--- src/rtl/dmem_arbiter_if.sv ---
// Bus bundle between the two requesters (F fetch, L load/store), the data memory and dmem_arbiter.
// master: requester/memory side (drives requests and mem_rdata). slave: the arbiter.
interface dmem_arbiter_if #(
    parameter int unsigned ADDR_W = 12
);
    // Port F: instruction fetch, read-only
    logic              f_valid;
    logic              f_ready;
    logic [31:0]       f_addr;
    logic              f_rsp_valid;
    logic [31:0]       f_rsp_rdata;

    // Port L: load/store, read/write
    logic              l_valid;
    logic              l_ready;
    logic [31:0]       l_addr;
    logic              l_we;
    logic [3:0]        l_be;
    logic [31:0]       l_wdata;
    logic              l_rsp_valid;
    logic [31:0]       l_rsp_rdata;

    // Single-port memory
    logic              mem_en;
    logic              mem_we;
    logic [3:0]        mem_be;
    logic [ADDR_W-1:0] mem_addr;
    logic [31:0]       mem_wdata;
    logic [31:0]       mem_rdata;

    modport master (
        output f_valid, f_addr,
        input  f_ready, f_rsp_valid, f_rsp_rdata,
        output l_valid, l_addr, l_we, l_be, l_wdata,
        input  l_ready, l_rsp_valid, l_rsp_rdata,
        input  mem_en, mem_we, mem_be, mem_addr, mem_wdata,
        output mem_rdata
    );

    modport slave (
        input  f_valid, f_addr,
        output f_ready, f_rsp_valid, f_rsp_rdata,
        input  l_valid, l_addr, l_we, l_be, l_wdata,
        output l_ready, l_rsp_valid, l_rsp_rdata,
        output mem_en, mem_we, mem_be, mem_addr, mem_wdata,
        input  mem_rdata
    );
endinterface

--- src/rtl/dmem_arbiter.sv ---
// dmem_arbiter: shares a single-port data memory between fetch (F) and load/store (L).
// Each access is a fixed IDLE -> ACCESS -> RESP sequence (one access per 3 cycles).
// Default arbitration: L has priority, F is forced through after STARVE_MAX contended losses.
// Build option: define DMEM_ARB_RR_EN to replace that with round-robin (no starvation counter).
module dmem_arbiter #(
    parameter int unsigned ADDR_W     = 12,
    parameter int unsigned STARVE_MAX = 3
) (
    input  logic          clk,
    input  logic          rst,
    dmem_arbiter_if.slave arb
);

    localparam int unsigned STARVE_W = 4;
    localparam int unsigned DATA_W   = 32;

    typedef enum logic [1:0] {
        S_IDLE   = 2'd0,
        S_ACCESS = 2'd1,
        S_RESP   = 2'd2
    } state_e;

    state_e              state_q;
    logic                owner_l_q;
    logic                rsp_read_q;
    logic                mem_en_q;
    logic                mem_we_q;
    logic [3:0]          mem_be_q;
    logic [ADDR_W-1:0]   mem_addr_q;
    logic [DATA_W-1:0]   mem_wdata_q;
    logic                f_rsp_valid_q;
    logic                l_rsp_valid_q;

`ifdef DMEM_ARB_RR_EN
    logic                rr_last_l_q;   // 1: last grant went to L, 0: to F
`else
    logic [STARVE_W-1:0] starve_cnt_q;
`endif

    logic                grant_f_c;
    logic                grant_l_c;

    // Address bits outside the word index are intentionally ignored
    logic                unused_addr_c;
    assign unused_addr_c = ^{arb.f_addr[31:ADDR_W+2], arb.f_addr[1:0],
                             arb.l_addr[31:ADDR_W+2], arb.l_addr[1:0]};

    // Grant decision, only meaningful in IDLE and suppressed while reset is held
    always_comb begin
        grant_f_c = 1'b0;
        grant_l_c = 1'b0;
        if (state_q == S_IDLE && !rst) begin
            if (arb.f_valid && arb.l_valid) begin
`ifdef DMEM_ARB_RR_EN
                if (rr_last_l_q) begin
                    grant_f_c = 1'b1;
                end else begin
                    grant_l_c = 1'b1;
                end
`else
                if (starve_cnt_q == STARVE_W'(STARVE_MAX)) begin
                    grant_f_c = 1'b1;
                end else begin
                    grant_l_c = 1'b1;
                end
`endif
            end else if (arb.f_valid) begin
                grant_f_c = 1'b1;
            end else if (arb.l_valid) begin
                grant_l_c = 1'b1;
            end
        end
    end

    // Transaction sequencer: latches the winner's request, drives the memory, returns the response
    always_ff @(posedge clk or posedge rst) begin
        if (rst) begin
            state_q       <= S_IDLE;
            owner_l_q     <= 1'b0;
            rsp_read_q    <= 1'b0;
            mem_en_q      <= 1'b0;
            mem_we_q      <= 1'b0;
            mem_be_q      <= 4'b0000;
            mem_addr_q    <= '0;
            mem_wdata_q   <= '0;
            f_rsp_valid_q <= 1'b0;
            l_rsp_valid_q <= 1'b0;
`ifdef DMEM_ARB_RR_EN
            rr_last_l_q   <= 1'b0;
`else
            starve_cnt_q  <= '0;
`endif
        end else begin
            case (state_q)
                S_IDLE: begin
                    if (grant_f_c || grant_l_c) begin
                        state_q   <= S_ACCESS;
                        mem_en_q  <= 1'b1;
                        owner_l_q <= grant_l_c;
                        if (grant_l_c) begin
                            mem_we_q    <= arb.l_we;
                            mem_be_q    <= arb.l_we ? arb.l_be : 4'b1111;
                            mem_addr_q  <= arb.l_addr[ADDR_W+1:2];
                            mem_wdata_q <= arb.l_wdata;
                        end else begin
                            mem_we_q    <= 1'b0;
                            mem_be_q    <= 4'b1111;
                            mem_addr_q  <= arb.f_addr[ADDR_W+1:2];
                            mem_wdata_q <= '0;
                        end
`ifdef DMEM_ARB_RR_EN
                        rr_last_l_q <= grant_l_c;
`else
                        if (grant_f_c) begin
                            starve_cnt_q <= '0;
                        end else if (arb.f_valid &&
                                     starve_cnt_q != STARVE_W'(STARVE_MAX)) begin
                            starve_cnt_q <= starve_cnt_q + STARVE_W'(1);
                        end
`endif
                    end
                end
                S_ACCESS: begin
                    state_q       <= S_RESP;
                    mem_en_q      <= 1'b0;
                    mem_we_q      <= 1'b0;
                    mem_be_q      <= 4'b0000;
                    mem_addr_q    <= '0;
                    mem_wdata_q   <= '0;
                    rsp_read_q    <= !mem_we_q;
                    f_rsp_valid_q <= !owner_l_q;
                    l_rsp_valid_q <= owner_l_q;
                end
                S_RESP: begin
                    state_q       <= S_IDLE;
                    f_rsp_valid_q <= 1'b0;
                    l_rsp_valid_q <= 1'b0;
                    rsp_read_q    <= 1'b0;
                end
                default: begin
                    state_q <= S_IDLE;
                end
            endcase
        end
    end

    // Handshake and memory outputs
    assign arb.f_ready   = grant_f_c;
    assign arb.l_ready   = grant_l_c;
    assign arb.mem_en    = mem_en_q;
    assign arb.mem_we    = mem_we_q;
    assign arb.mem_be    = mem_be_q;
    assign arb.mem_addr  = mem_addr_q;
    assign arb.mem_wdata = mem_wdata_q;

    // Responses: memory data arrives in RESP, routed only to the owner and only for reads
    assign arb.f_rsp_valid = f_rsp_valid_q;
    assign arb.l_rsp_valid = l_rsp_valid_q;
    assign arb.f_rsp_rdata = (f_rsp_valid_q && rsp_read_q) ? arb.mem_rdata : '0;
    assign arb.l_rsp_rdata = (l_rsp_valid_q && rsp_read_q) ? arb.mem_rdata : '0;

endmodule
--- src/flat_wrapper.sv ---
// flat-port wrapper written by rule: the top's interface ports become plain ports
module dmem_arbiter_flat 
#(
    parameter int unsigned ADDR_W     = 12,
    parameter int unsigned STARVE_MAX = 3
)
  (clk, rst, arb_f_valid, arb_f_addr, arb_f_ready, arb_f_rsp_valid, arb_f_rsp_rdata, arb_l_valid, arb_l_addr, arb_l_we, arb_l_be, arb_l_wdata, arb_l_ready, arb_l_rsp_valid, arb_l_rsp_rdata, arb_mem_en, arb_mem_we, arb_mem_be, arb_mem_addr, arb_mem_wdata, arb_mem_rdata);
  dmem_arbiter_if #(.ADDR_W(ADDR_W)) arb_i ();
  input  logic clk;
  input  logic rst;
  input wire logic [$bits(arb_i.f_valid)-1:0] arb_f_valid;
  input wire logic [$bits(arb_i.f_addr)-1:0] arb_f_addr;
  output wire logic [$bits(arb_i.f_ready)-1:0] arb_f_ready;
  output wire logic [$bits(arb_i.f_rsp_valid)-1:0] arb_f_rsp_valid;
  output wire logic [$bits(arb_i.f_rsp_rdata)-1:0] arb_f_rsp_rdata;
  input wire logic [$bits(arb_i.l_valid)-1:0] arb_l_valid;
  input wire logic [$bits(arb_i.l_addr)-1:0] arb_l_addr;
  input wire logic [$bits(arb_i.l_we)-1:0] arb_l_we;
  input wire logic [$bits(arb_i.l_be)-1:0] arb_l_be;
  input wire logic [$bits(arb_i.l_wdata)-1:0] arb_l_wdata;
  output wire logic [$bits(arb_i.l_ready)-1:0] arb_l_ready;
  output wire logic [$bits(arb_i.l_rsp_valid)-1:0] arb_l_rsp_valid;
  output wire logic [$bits(arb_i.l_rsp_rdata)-1:0] arb_l_rsp_rdata;
  output wire logic [$bits(arb_i.mem_en)-1:0] arb_mem_en;
  output wire logic [$bits(arb_i.mem_we)-1:0] arb_mem_we;
  output wire logic [$bits(arb_i.mem_be)-1:0] arb_mem_be;
  output wire logic [$bits(arb_i.mem_addr)-1:0] arb_mem_addr;
  output wire logic [$bits(arb_i.mem_wdata)-1:0] arb_mem_wdata;
  input wire logic [$bits(arb_i.mem_rdata)-1:0] arb_mem_rdata;
  assign arb_i.f_valid = arb_f_valid;
  assign arb_i.f_addr = arb_f_addr;
  assign arb_f_ready = arb_i.f_ready;
  assign arb_f_rsp_valid = arb_i.f_rsp_valid;
  assign arb_f_rsp_rdata = arb_i.f_rsp_rdata;
  assign arb_i.l_valid = arb_l_valid;
  assign arb_i.l_addr = arb_l_addr;
  assign arb_i.l_we = arb_l_we;
  assign arb_i.l_be = arb_l_be;
  assign arb_i.l_wdata = arb_l_wdata;
  assign arb_l_ready = arb_i.l_ready;
  assign arb_l_rsp_valid = arb_i.l_rsp_valid;
  assign arb_l_rsp_rdata = arb_i.l_rsp_rdata;
  assign arb_mem_en = arb_i.mem_en;
  assign arb_mem_we = arb_i.mem_we;
  assign arb_mem_be = arb_i.mem_be;
  assign arb_mem_addr = arb_i.mem_addr;
  assign arb_mem_wdata = arb_i.mem_wdata;
  assign arb_i.mem_rdata = arb_mem_rdata;
  dmem_arbiter #(.ADDR_W(ADDR_W), .STARVE_MAX(STARVE_MAX)) u_core (.clk(clk), .rst(rst), .arb(arb_i));
endmodule
--- config.mk ---
export PLATFORM = sky130hd
export DESIGN_NAME = dmem_arbiter_flat
export DESIGN_NICKNAME = d
export VERILOG_FILES = /design/src/rtl/dmem_arbiter_if.sv /design/src/rtl/dmem_arbiter.sv /design/src/flat_wrapper.sv
export SDC_FILE = /design/constraint.sdc
export NUM_CORES = 1
export LEC_CHECK = 0
export CAP_MARGIN = 20
export CORE_MARGIN = 5
export CORE_UTILIZATION = 34
export CTS_CLUSTER_DIAMETER = 40
export DETAILED_ROUTE_END_ITERATION = 7
export PLACE_DENSITY = 0.81
export SETUP_SLACK_MARGIN = 0.15
export SYNTH_ARGS = -nofsm -noshare
export SYNTH_HDL_FRONTEND = slang
export SYNTH_SLANG_ARGS = --single-unit
--- constraint.sdc ---
create_clock -name clk -period 2.3 [get_ports clk]
set_input_delay 0.345 -clock clk [delete_from_list [all_inputs] [get_ports clk]]
set_output_delay 0.345 -clock clk [all_outputs]
set_load 0.05 [all_outputs]
==> results of run 1 <==
==> metrics by stage <==
step | setup WS [ns] | power [mW]
6_report | 0.236 | 9.61
3_3_place_gp | -0.0522 | 8.41
2_1_floorplan | 0.201 | 5.72
3_5_place_dp | -0.186 | 8.54
4_1_cts | 0.156 | 9.67
5_1_grt | 0.164 | 10.0
==> registers in the layout (all words and copies together) (netlist names) <==
name                    cells
u_core.starve_cnt_q         4
u_core.arb.mem_wdata       32
u_core.arb.f_rsp_valid      1
u_core.state_q              2
u_core.rsp_read_q           1
u_core.arb.mem_addr        12
u_core.arb.mem_we           1
u_core.arb.l_rsp_valid      1
u_core.arb.mem_be           4
u_core.arb.mem_en           1
u_core.owner_l_q            1
==> cells in the final DEF, fill, tap and decap left out, types with 3 or more instances in the layout <==
cell type and n:
and3_1 65, buf_12 66, nand4_1 10, buf_4 19
o2111ai_1 12, clkbuf_8 9, a22o_1 34, dfrtp_1 60
mux2_2 4, o21ai_0 3, nor2b_1 22, clkdlybuf4s50_1 145
nand2_1 6, ha_1 4, inv_1 16, nor4b_1 4
inv_2 5, o211ai_1 10, o2bb2ai_1 5
==> what timing repair did <==
| item | 4_1_cts | 5_1_grt |
|---|---|---|
| pin swaps | 1 | 0 |
| gates cloned | 1 | 0 |
| setup endpoints to repair | 34 | 4 |
| gates resized for setup | 5 | 8 |
==> how the worst max path moves through the flow <==
| stage | end | cells after the start | slack (ns) |
|---|---|---|---|
| finish | arb_l_ready | 7 | 0.24 |
| global route | arb_l_ready | 7 | 0.16 |
| CTS | arb_l_ready | 7 | 0.16 |
| detailed placement | u_core.arb.mem_wdata[14] | 4 | -0.19 |
| global placement | u_core.arb.mem_wdata[12] | 4 | -0.05 |
| floorplan | arb_f_ready | 4 | 0.20 |
==> layout make-up <==
type	count	area, µm²
clock inverter	7	98.8
tap	133	166
fill	734	3110
sequential	60	1500
multi-input combinational	210	1620
timing repair buffer	232	2940
inverter	21	78.8
clock buffer	9	124
==> power by group through the flow <==
stage / Combinational, mW / Clock [mW] / Sequential [mW]
6_report: 6.69 / 1.05 / 1.87
3_5_place_dp: 6.68 / 0 / 1.86
5_1_grt: 6.96 / 1.12 / 1.93
4_1_cts: 6.73 / 1.08 / 1.86
3_3_place_gp: 6.57 / 0 / 1.84
2_1_floorplan: 2.61 / 0 / 3.11
==> layer usage <==
metal	wire length [µm]	share of wire [%]	global-route usage, %
met1	4640	38	22.7
met2	6430	52	37.3
met3	1050	8.5	4.91
met4	181	1.5	5.59
met5	0	0	0
==> worst min-delay path, stage by stage <==
cell	delay [ns]
dlymetal6s2s_1	0.23
nand3_4	0.14
nand2_1	0.05
==> cell families (layout without fill, tap and decap cells) <==
family / after synthesis / in the layout
buffers and inverters: 53 / 269
adders and majority gates: 5 / 5
DFF: 60 / 60
AOI/OAI and AO/OA: 74 / 74
and+or+nand+nor: 125 / 126
muxes: 5 / 5
==> flow_metrics.env, run 1 <==
export IMPL_outcome="finished clean"
export IMPL_async_flop_share_pct=100
export IMPL_ant_nets=0
export IMPL_place_congestion=0.793
export IMPL_period_share_pct=89.8
export IMPL_dp_hpwl_um=9260
export IMPL_whs_ns=0.471
export IMPL_yosysMostFrequentCell="and3_1"
export IMPL_slew_headroom_pct=46.0
export IMPL_comb_power_share_pct=69.6
export IMPL_synth_edff_count=0
export IMPL_drc_errors=0
export IMPL_ios=255
export IMPL_grt_pass1_vias=3548
export IMPL_die_area_um2=11800
export IMPL_critPathRequiredTime_ns=1.96
export IMPL_synth_top_area_cell="dfrtp_1"
export IMPL_max_stage_delay_ns=0.41
export IMPL_r2r_start="u_core.state_q[1]"
export IMPL_yosys_warnings=0
export IMPL_die_y_um=109
export IMPL_post_dp_cell_area_um2=6250
export IMPL_swShare_pct=49.8
export IMPL_synth_top_family_by_area="simple AND/OR/NAND/NOR gates"
export IMPL_root_buffer="clkbuf_8"
export IMPL_rsz0062_at_grt="no"
export IMPL_critPathSlowestCell="dfrtp_1"
export IMPL_critPathBufInv=4
export IMPL_grt_max_degree=65
export IMPL_ff2ff_setup_slack_ns=0.31
export IMPL_rr_worst_depth=7
export IMPL_cts_tree="yes"
export IMPL_endpoint_kind="output port"
export IMPL_antenna_found_initial=0
export IMPL_fin_cells=672
export IMPL_cts_hold_buf=0
export IMPL_grt_pass1_wl_um=18500
export IMPL_drive_gt1_share_pct=23.2
export IMPL_dp_cells=655
export IMPL_final_util_pct=67.7
export IMPL_synth_xor_area_share_pct=0
export IMPL_p_clk_share_pct=11.0
export IMPL_crit_arrival_ns=1.72
export IMPL_power_switching_mw=4.79
export IMPL_syn_nets=464
export IMPL_synthAdderAreaFrac_pct=1.89
export IMPL_first_iter_violations=195
export IMPL_io_buffers=214
export IMPL_path_common_cell="inv_2"
export IMPL_power_frac_seq_pct=19.5
export IMPL_final_area_um2=6530
export IMPL_vias=3490
export IMPL_setup_violations=0
export IMPL_path_class="flop to output port"
export IMPL_rows=36
export IMPL_start_util_pct=34.4
export IMPL_powerDensity_nw_per_um2=1470
export IMPL_htreeDepth=3
export IMPL_die_x_um=109
export IMPL_holdCritPathClass="input pin to flop"
export IMPL_synth_seq_cells=60
export IMPL_fmax_mhz=484
export IMPL_r2r_end="u_core.arb.mem_addr[5]"
export IMPL_synth_area_mux_share_pct=1.66
export IMPL_p_int_mw=4.82
export IMPL_synth_ff_type="dfrtp_1"
export IMPL_min_from="arb_l_valid"
export IMPL_min_to="u_core.owner_l_q"
export IMPL_synthSimpleGateAreaFrac_pct=24.7
export IMPL_skew_ns=0.0142
export IMPL_synth_area_leaders="dfrtp_1 45%, and3_1 12%, a22o_1 9.0%"
export IMPL_hold_violations=0
export IMPL_setup_tns_ns=0
export IMPL_worst_pin_slew_ns=0.810
export IMPL_critPathTopFamily="buffers and inverters"
export IMPL_slew_viol_final=0
export IMPL_cts_buffer_depth=2
export IMPL_synth_compound_area_share_pct=19.2
export IMPL_track_usage_pct=20.1
export IMPL_dr_pass1_iters=4
export IMPL_cts_buffers=9
export IMPL_avgViaCountPerCell=5.19
export IMPL_yosys_area_top_type_share_pct=45.3
export IMPL_insertion_delay_ns=0.34
export IMPL_cp_startpoint="u_core.state_q[0]"
export IMPL_cp_max_fo=6
export IMPL_vdd_drop_max_uv=1020
export IMPL_grt_ovfl_total=0
export IMPL_wl_um=12300
export IMPL_synth_common_cells="65 x and3_1, 60 x dfrtp_1, 34 x a22o_1"
export IMPL_netlist_area_um2=3310
export IMPL_synthCells=322
export IMPL_synth_cell_types=41
export IMPL_cp_start_kind="flop"
export IMPL_cts_sinks=60
export IMPL_fin_nets=676
export IMPL_seq_area_frac_synth_pct=45.3
export IMPL_drv_cap=0
export IMPL_diodes=0
export IMPL_avgRoutedWirePerCell_um=18.3
export IMPL_hold_depth=3
export IMPL_area_growth_synth_to_final_pct=96.9
export IMPL_fin_crit_ns=2.06
export IMPL_avgSynthCellArea_um2=10.3
export IMPL_core_area_um2=9640
export IMPL_path_cells="inv_2 > ha_2 > buf_4 > and2b_2 > nand3_4 > inv_2 > buf_6"
export IMPL_p_leak_nw=2.94
export IMPL_cts_setup_buffers=0
export IMPL_clk_pin_slew_ns=0.07
No activity file was read; power rests on OpenSTA's default activity.
==> inputs of run 2 (changes only) <==
--- a/config.mk
+++ b/config.mk
@@ -7,10 +7,11 @@
 export LEC_CHECK = 0
 export CAP_MARGIN = 20
 export CORE_MARGIN = 5
-export CORE_UTILIZATION = 34
+export CORE_UTILIZATION = 35
+export CTS_BUF_LIST = sky130_fd_sc_hd__clkbuf_4
 export CTS_CLUSTER_DIAMETER = 40
 export DETAILED_ROUTE_END_ITERATION = 7
-export PLACE_DENSITY = 0.81
+export PLACE_DENSITY = 0.84
 export SETUP_SLACK_MARGIN = 0.15
 export SYNTH_ARGS = -nofsm -noshare
 export SYNTH_HDL_FRONTEND = slang
==> run 2 against run 1 <==
Net effect:
- critical endpoint unchanged
- cell count grew 1.0%
- clock-buffer cell count grew 1
- via count shrank 1.1%
- setup slack lost 0.038 ns
- power shrank 1.8%
- register-to-register slack lost 0.04 ns
- highest routed layer unchanged
- utilization grew 3.1 points
- routed wire length grew 0.71%
- clock skew grew 0.0059 ns
==> flow_metrics.env, run 2 (synthesized netlist as in run 1, its figures left out) <==
export IMPL_area_growth_synth_to_final_pct=97.3
export IMPL_vias=3453
export IMPL_hold_violations=0
export IMPL_cp_max_fo=5
export IMPL_fin_crit_ns=2.10
export IMPL_insertion_delay_ns=0.40
export IMPL_io_buffers=214
export IMPL_cts_buffers=9
export IMPL_crit_arrival_ns=1.76
export IMPL_die_y_um=107
export IMPL_start_util_pct=35.9
export IMPL_powerDensity_nw_per_um2=1440
export IMPL_clk_pin_slew_ns=0.12
export IMPL_mostFrequentLayoutCells="146 x clkdlybuf4s50_1, 66 x buf_12, 65 x and3_1, 59 x dfrtp_1, 34 x a22o_1"
export IMPL_critPathRequiredTime_ns=1.96
export IMPL_htreeDepth=3
export IMPL_r2r_start="u_core.state_q[1]"
export IMPL_antenna_found_initial=0
export IMPL_grt_max_degree=39
export IMPL_drc_errors=0
export IMPL_rows=35
export IMPL_grt_ovfl_total=0
export IMPL_first_iter_violations=215
export IMPL_die_area_um2=11500
export IMPL_diodes=0
export IMPL_fmax_mhz=476
export IMPL_ios=255
export IMPL_worst_pin_slew_ns=0.807
export IMPL_core_area_um2=9240
export IMPL_place_congestion=0.820
export IMPL_rr_worst_depth=5
export IMPL_holdCritPathClass="input pin to async pin"
export IMPL_skew_ns=0.0200
export IMPL_slew_headroom_pct=46.0
export IMPL_avgViaCountPerCell=5.09
export IMPL_setup_violations=0
export IMPL_path_class="flop to output port"
export IMPL_fin_nets=687
export IMPL_cts_buffer_depth=2
export IMPL_avgRoutedWirePerCell_um=18.2
export IMPL_period_share_pct=91.4
export IMPL_root_buffer="clkbuf_4"
export IMPL_final_util_pct=70.8
export IMPL_cts_hold_buf=0
export IMPL_p_leak_nw=2.95
export IMPL_final_common_cell="clkdlybuf4s50_1"
export IMPL_vdd_drop_max_uv=1030
export IMPL_grt_pass1_wl_um=18700
export IMPL_ant_nets=0
export IMPL_wl_um=12400
export IMPL_drive_gt1_share_pct=25.1
export IMPL_r2r_end="u_core.arb.mem_addr[8]"
export IMPL_cts_tree="yes"
export IMPL_rsz0062_at_grt="yes"
export IMPL_die_x_um=107
export IMPL_ff2ff_setup_slack_ns=0.27
export IMPL_slew_viol_final=0
export IMPL_dr_pass1_iters=4
export IMPL_cp_start_kind="flop"
export IMPL_dp_hpwl_um=9360
export IMPL_endpoint_kind="output port"
export IMPL_cts_sinks=60
export IMPL_fin_total_pwr_mw=9.44
export IMPL_drv_cap=0
export IMPL_fin_cells=679
export IMPL_track_usage_pct=20.8
export IMPL_dp_cells=653
export IMPL_outcome="finished clean"
export IMPL_largest_register_ffs=32
export IMPL_grt_pass1_vias=3596
run 2: worst max-delay path by stage:
stage               cells past startpoint  slack, ns                    from                       end
floorplan                               4       0.20  u_core.starve_cnt_q[0]               arb_f_ready
global placement                        4      -0.13             arb_l_valid  u_core.arb.mem_wdata[13]
CTS                                     7       0.02       u_core.state_q[1]               arb_l_ready
finish                                  7       0.20       u_core.state_q[1]               arb_l_ready
global route                            7       0.08       u_core.state_q[1]               arb_l_ready
detailed placement                      4      -0.25             arb_l_valid  u_core.arb.mem_wdata[13]
run 2: cell type report:
class	count	area (µm²)
Clock buffer	10	75.1
Clock inverter	6	72.6
Fill cell	638	2700
Inverter	21	78.8
Multi-Input combinational cell	210	1620
Sequential cell	60	1500
Tap cell	129	161
Timing Repair Buffer	243	3030
run 2: power breakdown:
part           switching (mW)  leakage, nW  internal (mW)  total [mW]
combinational            3.99         2.09           2.79        6.78
clock                   0.430       0.0776          0.355       0.785
sequential              0.380        0.785           1.50        1.88
run 2: critical path, stage by stage, from the launching register on:
cell,delay (ns)
dfrtp_1,0.41
inv_2,0.11
ha_4,0.17
buf_4,0.14
and2b_1,0.17
nand3_2,0.12
inv_2,0.10
buf_8,0.14
run 2: stage by stage:
step | worst slack (ns) | setup TNS, ns | area [µm²] | hold slack (ns)
6_report | 0.198 | 0 | 6540 | 0.436
5_1_grt | 0.0817 | 0 | 6540 | 0.451
4_1_cts | 0.0243 | 0 | 6440 | 0.421
3_5_place_dp | -0.246 | -7.65 | 6260 | 0.479
3_3_place_gp | -0.132 | -3.94 | 6260 | 0.475
2_1_floorplan | 0.201 | 0 | 3310 | 0.485
run 2: per-layer routing:
metal  GRT usage [%]  vias up  wire length (µm)
li1                -     1643                 -
met1            23.7     1625              4870
met2            38.4      179              6450
met3            5.82        6               965
met4            4.29        0                95
met5               0        -                 0
run 2: timing repair:
item                                    4_1_cts  5_1_grt
hold endpoints to repair                      0        0
gates resized for setup                       5        9
gates cloned                                  1        0
pin swaps                                     1        1
buffers inserted                              0        8
endpoints found under the setup margin       48       14
==> inputs of run 3 (changes only) <==
--- a/config.mk
+++ b/config.mk
@@ -6,13 +6,14 @@
 export NUM_CORES = 1
 export LEC_CHECK = 0
 export CAP_MARGIN = 20
+export CORE_ASPECT_RATIO = 1.2
 export CORE_MARGIN = 5
 export CORE_UTILIZATION = 35
 export CTS_BUF_LIST = sky130_fd_sc_hd__clkbuf_4
 export CTS_CLUSTER_DIAMETER = 40
 export DETAILED_ROUTE_END_ITERATION = 7
 export PLACE_DENSITY = 0.84
-export SETUP_SLACK_MARGIN = 0.15
+export SETUP_SLACK_MARGIN = 0.3
 export SYNTH_ARGS = -nofsm -noshare
 export SYNTH_HDL_FRONTEND = slang
 export SYNTH_SLANG_ARGS = --single-unit
==> run 3 against run 2 <==
Net effect:
- first-iteration DRC count shrank 15%
- clock-buffer cell count decreased by 1
- sequential share of layout area shrank 0.58 points
- global-route usage rose by 2.0 points
- critical path type unchanged
- sequential power hardly changed
==> flow_metrics.env, run 3 (synthesized netlist as in run 1, its figures left out) <==
export IMPL_grt_max_degree=60
export IMPL_ant_nets=0
export IMPL_path_cells="ha_4 > nor3b_4 > buf_6 > nor2_4 > a21oi_4 > buf_12"
export IMPL_cts_tree="yes"
export IMPL_dp_cells=646
export IMPL_endpoint_kind="output port"
export IMPL_rows=39
export IMPL_die_y_um=117
export IMPL_diodes=0
export IMPL_fin_cells=675
export IMPL_fmax_mhz=489
export IMPL_outcome="finished clean"
export IMPL_largest_register_ffs=32
export IMPL_core_area_um2=9370
export IMPL_crit_arrival_ns=1.70
export IMPL_critPathBufInv=2
export IMPL_regArea_um2=1510
export IMPL_place_congestion=0.857
export IMPL_path_class="flop to output port"
export IMPL_htreeDepth=3
export IMPL_critPathTopFamily="flip-flops"
export IMPL_wl_um=13200
export IMPL_fin_nets=689
export IMPL_cts_hold_buf=0
export IMPL_cts_buffer_depth=2
export IMPL_max_stage_delay_ns=0.41
export IMPL_cts_buffers=9
export IMPL_cp_start_kind="flop"
export IMPL_antenna_found_initial=4
export IMPL_p_leak_nw=3.63
export IMPL_drc_errors=0
export IMPL_avgRoutedWirePerCell_um=19.5
export IMPL_slew_headroom_pct=63.9
export IMPL_dp_hpwl_um=9930
export IMPL_vias=3565
export IMPL_grt_pass1_wl_um=20600
export IMPL_drv_cap=0
export IMPL_p_clk_share_pct=10.3
export IMPL_slew_viol_final=0
export IMPL_power_frac_seq_pct=19.3
export IMPL_hold_violations=0
export IMPL_power_switching_mw=4.83
export IMPL_area_growth_synth_to_final_pct=103
export IMPL_insertion_delay_ns=0.43
export IMPL_vdd_drop_max_uv=1010
export IMPL_cts_sinks=60
export IMPL_holdCritPathClass="input pin to async pin"
export IMPL_dr_pass1_iters=4
export IMPL_drive_gt1_share_pct=25.4
export IMPL_final_util_pct=71.8
export IMPL_final_common_cell="clkdlybuf4s50_1"
export IMPL_start_util_pct=35.4
export IMPL_pre_cts_slack_ns=0.192
export IMPL_fin_total_pwr_mw=9.65
export IMPL_grt_ovfl_total=0
export IMPL_num_fill_cells=621
export IMPL_cp_max_fo=4
export IMPL_track_usage_pct=22.8
export IMPL_swShare_pct=50.0
export IMPL_setup_violations=0
export IMPL_fin_crit_ns=2.04
export IMPL_root_buffer="clkbuf_4"
export IMPL_ios=255
export IMPL_powerDensity_nw_per_um2=1430
export IMPL_worst_pin_slew_ns=0.541
export IMPL_avgViaCountPerCell=5.28
export IMPL_clk_pin_slew_ns=0.12
export IMPL_setup_ws_ns=0.256
export IMPL_critPathSlowestCell="dfrtp_1"
export IMPL_skew_ns=0.0187
export IMPL_grt_pass1_vias=3833
export IMPL_die_x_um=98.8
export IMPL_comb_power_share_pct=70.3
export IMPL_mostFrequentLayoutCells="97 x clkdlybuf4s50_1, 68 x buf_12, 65 x and3_1, 58 x dfrtp_1, 37 x dlymetal6s2s_1"
export IMPL_rsz0062_at_grt="yes"
export IMPL_p_int_mw=4.82
export IMPL_die_area_um2=11500
export IMPL_critPathRequiredTime_ns=1.96
export IMPL_period_share_pct=88.9
export IMPL_multi_input_area_um2=1630
export IMPL_io_buffers=214
export IMPL_setup_tns_ns=0
export IMPL_first_iter_violations=182
-- run 3: per-layer routing --
metal | GRT usage (%) | vias up | wire length (µm)
li1 | - | 1649 | -
met1 | 24.4 | 1706 | 4840
met2 | 40.9 | 175 | 6800
met3 | 8.72 | 27 | 1170
met4 | 8.11 | 8 | 277
met5 | 0 | - | 59
-- run 3: final timing paths --
kind	startpoint	end	cells past startpoint	slack, ns
worst min register to register	u_core.arb.mem_be[1]	u_core.arb.mem_be[1]	1	0.50
worst max-delay path	u_core.starve_cnt_q[0]	arb_f_ready	6	0.26
max in group asynchronous	rst	u_core.arb.f_rsp_valid	4	1.48
worst min-delay path	rst	u_core.arb.mem_wdata[21]	4	0.50
min in group clk	u_core.arb.mem_be[1]	u_core.arb.mem_be[1]	1	0.50
worst max register to register	u_core.state_q[1]	u_core.arb.mem_addr[1]	8	0.34
-- run 3: final cells by class --
type,count,area share (%)
repair buffers,246,47.0
multi-input cells,209,24.2
clock inverters,7,1.82
inverters,21,1.23
clock buffers,9,1.01
well taps,123,2.29
flip-flops and latches,60,22.4
-- run 3: tightest hold or removal path: cells and delay by family --
family                 cells  cell delay [ns]
buffers and inverters      4             1.00
-- run 3: repair_timing --
item | 4_1_cts | 5_1_grt
setup buffers | 6 | 7
gates resized for setup | 27 | 41
setup endpoints to repair | 47 | 86
pin swaps | 3 | 3
-- run 3: per-stage QoR --
stage,cell area (µm²),hold slack [ns]
2_1_floorplan,3320,0.485
3_3_place_gp,6260,0.476
3_5_place_dp,6270,0.477
4_1_cts,6560,0.475
5_1_grt,6720,0.479
6_report,6720,0.495
-- run 3: power groups by stage --
| stage | combinational, mW | clock (mW) | sequential (mW) |
|---|---|---|---|
| 2_1_floorplan | 2.62 | 0 | 3.11 |
| 3_3_place_gp | 6.59 | 0 | 1.85 |
| 3_5_place_dp | 6.71 | 0 | 1.87 |
| 4_1_cts | 6.77 | 1.01 | 1.87 |
| 5_1_grt | 7.09 | 1.06 | 1.94 |
| 6_report | 6.79 | 0.995 | 1.87 |
